[src/rtl/data_memory_arbiter_pkg.sv]
// Shared definitions for the data-memory arbiter: FSM encoding, port IDs and address legality.
package data_memory_arbiter_pkg;

    typedef enum logic [1:0] {
        ST_IDLE   = 2'd0,
        ST_ACCESS = 2'd1,
        ST_RESP   = 2'd2
    } state_t;

    localparam logic PORT_CPU = 1'b0;
    localparam logic PORT_DBG = 1'b1;

    localparam int          DEFAULT_MEM_BYTES = 1024;
    localparam logic [31:0] WORD_ALIGN_MASK   = 32'h0000_0003;

    // A word access must be aligned and must fit entirely inside the memory.
    function automatic logic addr_illegal(input logic [31:0] addr, input logic [31:0] max_addr);
        return ((addr & WORD_ALIGN_MASK) != 32'd0) || (addr > max_addr);
    endfunction

endpackage

[src/rtl/data_memory_arbiter_rr_pick2.sv]
// Two-way round-robin picker: on a tie the port that did not win last time is chosen.
module rr_pick2
    import data_memory_arbiter_pkg::*;
(
    input  logic req0,
    input  logic req1,
    input  logic last_winner,
    output logic valid,
    output logic winner
);

    always_comb begin
        valid  = req0 | req1;
        winner = PORT_CPU;
        if (req0 && req1) begin
            winner = (last_winner == PORT_CPU) ? PORT_DBG : PORT_CPU;
        end else if (req1) begin
            winner = PORT_DBG;
        end
    end

endmodule

[src/rtl/data_memory_arbiter.sv]
// Shares one data-memory port between the CPU and debug ports as IDLE -> ACCESS -> RESP transactions.
module data_memory_arbiter
    import data_memory_arbiter_pkg::*;
#(
    parameter int MEM_BYTES = DEFAULT_MEM_BYTES
) (
    input  logic        clk,
    input  logic        reset,
    input  logic        req0,
    input  logic        req1,
    input  logic        we0,
    input  logic        we1,
    input  logic [31:0] addr0,
    input  logic [31:0] addr1,
    input  logic [31:0] wdata0,
    input  logic [31:0] wdata1,
    output logic        ack0,
    output logic        ack1,
    output logic        err0,
    output logic        err1,
    output logic [31:0] rdata0,
    output logic [31:0] rdata1,
    output logic        memWrite,
    output logic        memRead,
    output logic [31:0] memAddress,
    output logic [31:0] memWriteData,
    input  logic [31:0] memReadData,
    output logic        busy
);

    localparam logic [31:0] MAX_ADDR = 32'(MEM_BYTES - 4);

    state_t      state;
    logic        last_winner;
    logic        id_q;
    logic        we_q;
    logic        err_q;
    logic [31:0] addr_q;
    logic [31:0] wdata_q;

    logic        grant_valid;
    logic        grant_id;
    logic        sel_we;
    logic [31:0] sel_addr;
    logic [31:0] sel_wdata;
    logic        sel_illegal;

    rr_pick2 u_pick (
        .req0        (req0),
        .req1        (req1),
        .last_winner (last_winner),
        .valid       (grant_valid),
        .winner      (grant_id)
    );

    always_comb begin
        sel_we      = (grant_id == PORT_DBG) ? we1    : we0;
        sel_addr    = (grant_id == PORT_DBG) ? addr1  : addr0;
        sel_wdata   = (grant_id == PORT_DBG) ? wdata1 : wdata0;
        sel_illegal = addr_illegal(sel_addr, MAX_ADDR);
    end

    // Rejected accesses skip ACCESS entirely so memory is never touched for them.
    always_ff @(posedge clk) begin
        if (reset) begin
            state       <= ST_IDLE;
            last_winner <= PORT_DBG;
            id_q        <= PORT_CPU;
            we_q        <= 1'b0;
            err_q       <= 1'b0;
            addr_q      <= 32'd0;
            wdata_q     <= 32'd0;
        end else begin
            case (state)
                ST_IDLE: begin
                    if (grant_valid) begin
                        id_q        <= grant_id;
                        last_winner <= grant_id;
                        we_q        <= sel_we;
                        addr_q      <= sel_addr;
                        wdata_q     <= sel_wdata;
                        err_q       <= sel_illegal;
                        state       <= sel_illegal ? ST_RESP : ST_ACCESS;
                    end
                end
                ST_ACCESS: state <= ST_RESP;
                ST_RESP:   state <= ST_IDLE;
                default:   state <= ST_IDLE;
            endcase
        end
    end

    logic in_access;
    logic in_resp;
    logic read_ok;

    always_comb begin
        in_access    = (state == ST_ACCESS);
        in_resp      = (state == ST_RESP);
        read_ok      = in_resp && !we_q && !err_q;

        busy         = (state != ST_IDLE);
        memRead      = in_access && !we_q;
        memWrite     = in_access && we_q;
        memAddress   = addr_q;
        memWriteData = wdata_q;

        ack0         = in_resp && (id_q == PORT_CPU);
        ack1         = in_resp && (id_q == PORT_DBG);
        err0         = ack0 && err_q;
        err1         = ack1 && err_q;
        rdata0       = (read_ok && (id_q == PORT_CPU)) ? memReadData : 32'd0;
        rdata1       = (read_ok && (id_q == PORT_DBG)) ? memReadData : 32'd0;
    end

endmodule

[config.mk]
export PLATFORM = sky130hd
export DESIGN_NAME = data_memory_arbiter
export DESIGN_NICKNAME = d
export VERILOG_FILES = /design/src/rtl/data_memory_arbiter_pkg.sv /design/src/rtl/data_memory_arbiter_rr_pick2.sv /design/src/rtl/data_memory_arbiter.sv
export SDC_FILE = /design/constraint.sdc
export NUM_CORES = 1
export LEC_CHECK = 0
export CAP_MARGIN = 20
export CORE_AREA = 2 2 117 119
export DETAILED_ROUTE_END_ITERATION = 12
export DIE_AREA = 0 0 119 121
export GPL_TIMING_DRIVEN = 0
export PLACE_DENSITY = 0.73
export SLEW_MARGIN = 0
export SYNTH_ARGS = -nofsm -noshare
export SYNTH_HDL_FRONTEND = slang
export SYNTH_SLANG_ARGS = --single-unit
export TNS_END_PERCENT = 5
[constraint.sdc]
create_clock -name clk -period 1.8 [get_ports clk]
set_input_delay 0.18 -clock clk [delete_from_list [all_inputs] [get_ports clk]]
set_output_delay 0.18 -clock clk [all_outputs]
set_load 0.02 [all_outputs]
==> results.md <==
- Storage cell area: 0.001410 mm2
- H-tree levels: 3
- CTS Root Cell: clkbuf_16
- Clock-pin slew on the worst setup and hold paths: 60 ps
- Top-count cell post-synth: dfxtp_1
- Max Cap Viol: 0
- Core ar.: 0.01309 mm2
- PD cells: 697.6 mW/mm2
- WL per Instance: 18.27 um
- GP Congestion: 0.8787
- Antenna diodes: 0
- WP data required: 1620 ps
- Port buffer count: 299
- Compound-Gate Fraction of Synth Area: 19.00%
- Post-synth EDFFs: 0
- Layout area overhead: 99.49%
- Chip width: 119 um
- Synth Area in Adders: 0%
- GR Util met1: 24.50%
- WL final: 16640 um
- Die H: 121 um
- Launching point of the worst reg2reg path: state[1]
- Met2 usage: 39.55%
- Status: finished, violations left
- DRT Pass-1 Iters: 4
- Total GRT Usage: 22.02%
- Mux cell area share after synthesis: 16.86%
- Rel. slew slack: 50.23%
- Synth warn: 0
- TNS Setup: -2140 ps
- Vias in the first global route: 4454
- CP startpoint kind: flip-flop
- Filler cells: 1086
- Overall power: 5.452 mW
- Hold Crit Class: reg2reg
- FP Rows: 42
- CTS Buf Count: 9
- Multi-input gate area: 0.002394 mm2
- Largest net degree at the start of global routing: 14
- Worst hold start: memAddress[20]
- Worst Skew: 9.736 ps
- #FFs+latches synth: 70
- Leakage: 3.191 nW
- I/O pin count: 301
- Place WS: -364.5 ps
- Final antenna-violating net count: 0
- Syn avg cell area: 9.673 um2
- Syn Nets: 571
- Hold Buf Count CTS: 0
- Hold path depth: 2
- Violated checks: negative setup slack
- Skew-Pair Late Insertion Delay: 340 ps
- Reg2reg end: memWriteData[29]
- Layout cells sized above 1: 29.66%
- Shortest period the worst path allows: 1869 ps
- Detailed placement HPWL: 13010 um
- Distinct cell type count after synthesis: 30
- Synth area leaders: dfxtp_1, mux2i_1, a211oi_2
- WP data arrival: 1690 ps
- Seq/Total Area, Yosys: 35.77%
- Synth Area in XOR/XNOR: 0%
- Setup violators final: 60
- Starting Density: 29.94%
- Busiest grt layer: met2
- Met3 GRT Util: 6.438%
- Main combinational cell family by area after synthesis: simple AND/OR/NAND/NOR gates
- CP Max Fanout: 10
- Period utilization: 103.9%
- Fin. Hold Viols: 0
- Predominant post-synthesis flop cell: dfxtp_1
- Worst-margin pin slew: 746.6 ps
- Worst Reg2Reg Path Length in Cells: 7
- First DRT Iteration DRCs: 129
- Nets: 896
- RSZ-0062 raised after global routing: true
- CTS tree: yes
- Die area: 0.01440 mm2
- Grt ovf: 0
- Final Max Slew Viols: 0
- Post-synth ARST share: 0%
- Area share of the largest cell type after synthesis: 35.77%
- Final WS setup: -69.40 ps
- Max Freq: 534.9 MHz
- Area leader, netlist: dfxtp_1
- Post-synthesis simple-gate area fraction: 21.62%
- Initial antenna violation count: 0
- # clock sinks: 70
- First-pass GRT wire length: 24630 um
- Via count: 4295
- Mapped Area: 0.003918 mm2
- Crit path kind: reg2out
- WHS Endpoint: memAddress[20]
- Clk buf depth: 2
- Drc violations: 0
- Most common library cells after synthesis: dfxtp_1, nor2_1, and2_1, mux2i_1, a211oi_2
- Crit path capture type: output port
- Register-to-register setup slack: 120 ps
- Peak supply drop: 0.5277 mV
- Synth Instances: 405
- Vias per cell: 4.715
-- cells by family (layout without fill, tap and decap cells) --
| kind of cell | Yosys count | after routing |
|---|---|---|
| buf+inv | 38 | 368 |
| mux | 66 | 66 |
| flops | 70 | 70 |
| simple gates | 160 | 160 |
| compound gates | 71 | 71 |
-- flip-flops by register name (all words and copies together) (netlist names) --
signal        flops
memAddress       32
memWriteData     32
state             2
err_q             1
id_q              1
last_winner       1
we_q              1
-- worst max-delay path, stage by stage (launching register included) --
cell and delay [ps]:
dfxtp_4 360, nor3b_4 210, nor3b_4 240, buf_6 150, buf_6 130, and2_1 150
buf_6 120
-- cell usage in the layout (no fill, tap or decap), drive strengths merged --
| cell type | instances |
|---|---|
| clkdlybuf4s50 | 228 |
| buf | 105 |
| dfxtp | 70 |
| nor2 | 68 |
| mux2i | 66 |
| and2 | 66 |
| a211oi | 66 |
| clkbuf | 23 |
| nor4 | 12 |
| nor3b | 4 |
| inv | 4 |
| dlygate4sd2 | 3 |
| nor3 | 2 |
| nand2 | 2 |
| nand4 | 2 |
| clkinv | 2 |
| dlymetal6s2s | 2 |
| and3 | 1 |
| o21a | 1 |
| a21boi | 1 |
| nand3 | 1 |
| o32ai | 1 |
| and3b | 1 |
| a2111oi | 1 |
| nor2b | 1 |
| a221o | 1 |
| bufinv | 1 |
-- report_power, final --
part | switching, mW | leakage (nW) | internal, mW | total (mW)
sequential | 0.0941 | 0.584 | 1.70 | 1.80
combinational | 0.833 | 2.46 | 0.974 | 1.81
clock | 0.721 | 0.151 | 1.13 | 1.85
total | 1.65 | 3.19 | 3.80 | 5.45
-- cell type report --
| class | count | share of cell area [%] |
|---|---|---|
| Timing Repair Buffer | 314 | 40.49 |
| Multi-Input combinational cell | 297 | 30.63 |
| Sequential cell | 70 | 18.04 |
| Buffer | 36 | 3.955 |
| Clock buffer | 11 | 3.106 |
| Tap cell | 176 | 2.818 |
| Clock inverter | 5 | 0.8325 |
| Inverter | 2 | 0.1281 |
-- metrics by stage --
step                      area, um2  std cells  hold WS [ps]  utilization (%)
after floorplan                3918        405         369.6                -
after global placement         7131        880         487.5            54.49
after detailed placement       7131        880         493.9            54.49
after CTS                      7652        908         500.5            58.48
after global routing           7815        911         523.7            59.72
final                          7815        911         499.8            59.72
-- layer usage --
metal	part of all wire [%]	wire [um]	up-vias
met5	0	0	-
met3	6.5	1086	26
li1	-	-	2097
met1	40	6654	2003
met2	51	8492	169
met4	2.5	408	0
-- worst max path at each step --
stage / startpoint / to / slack [ps] / cells after the start
after floorplan: state[1] / rdata0[10] / 140 / 4
after global placement: state[1] / rdata0[1] / -310 / 5
after detailed placement: state[1] / rdata0[1] / -360 / 5
after CTS: state[0] / rdata1[29] / -60 / 7
after global routing: state[1] / rdata0[1] / -130 / 6
final: state[0] / rdata0[23] / -70 / 6
-- what timing repair did --
action,CTS,global route
gates resized for setup,408,55
endpoints found under the setup margin,69,92
setup buffers,9,1
pin swaps,13,21
gates cloned,3,2
No activity file was read; power rests on OpenSTA's default activity.
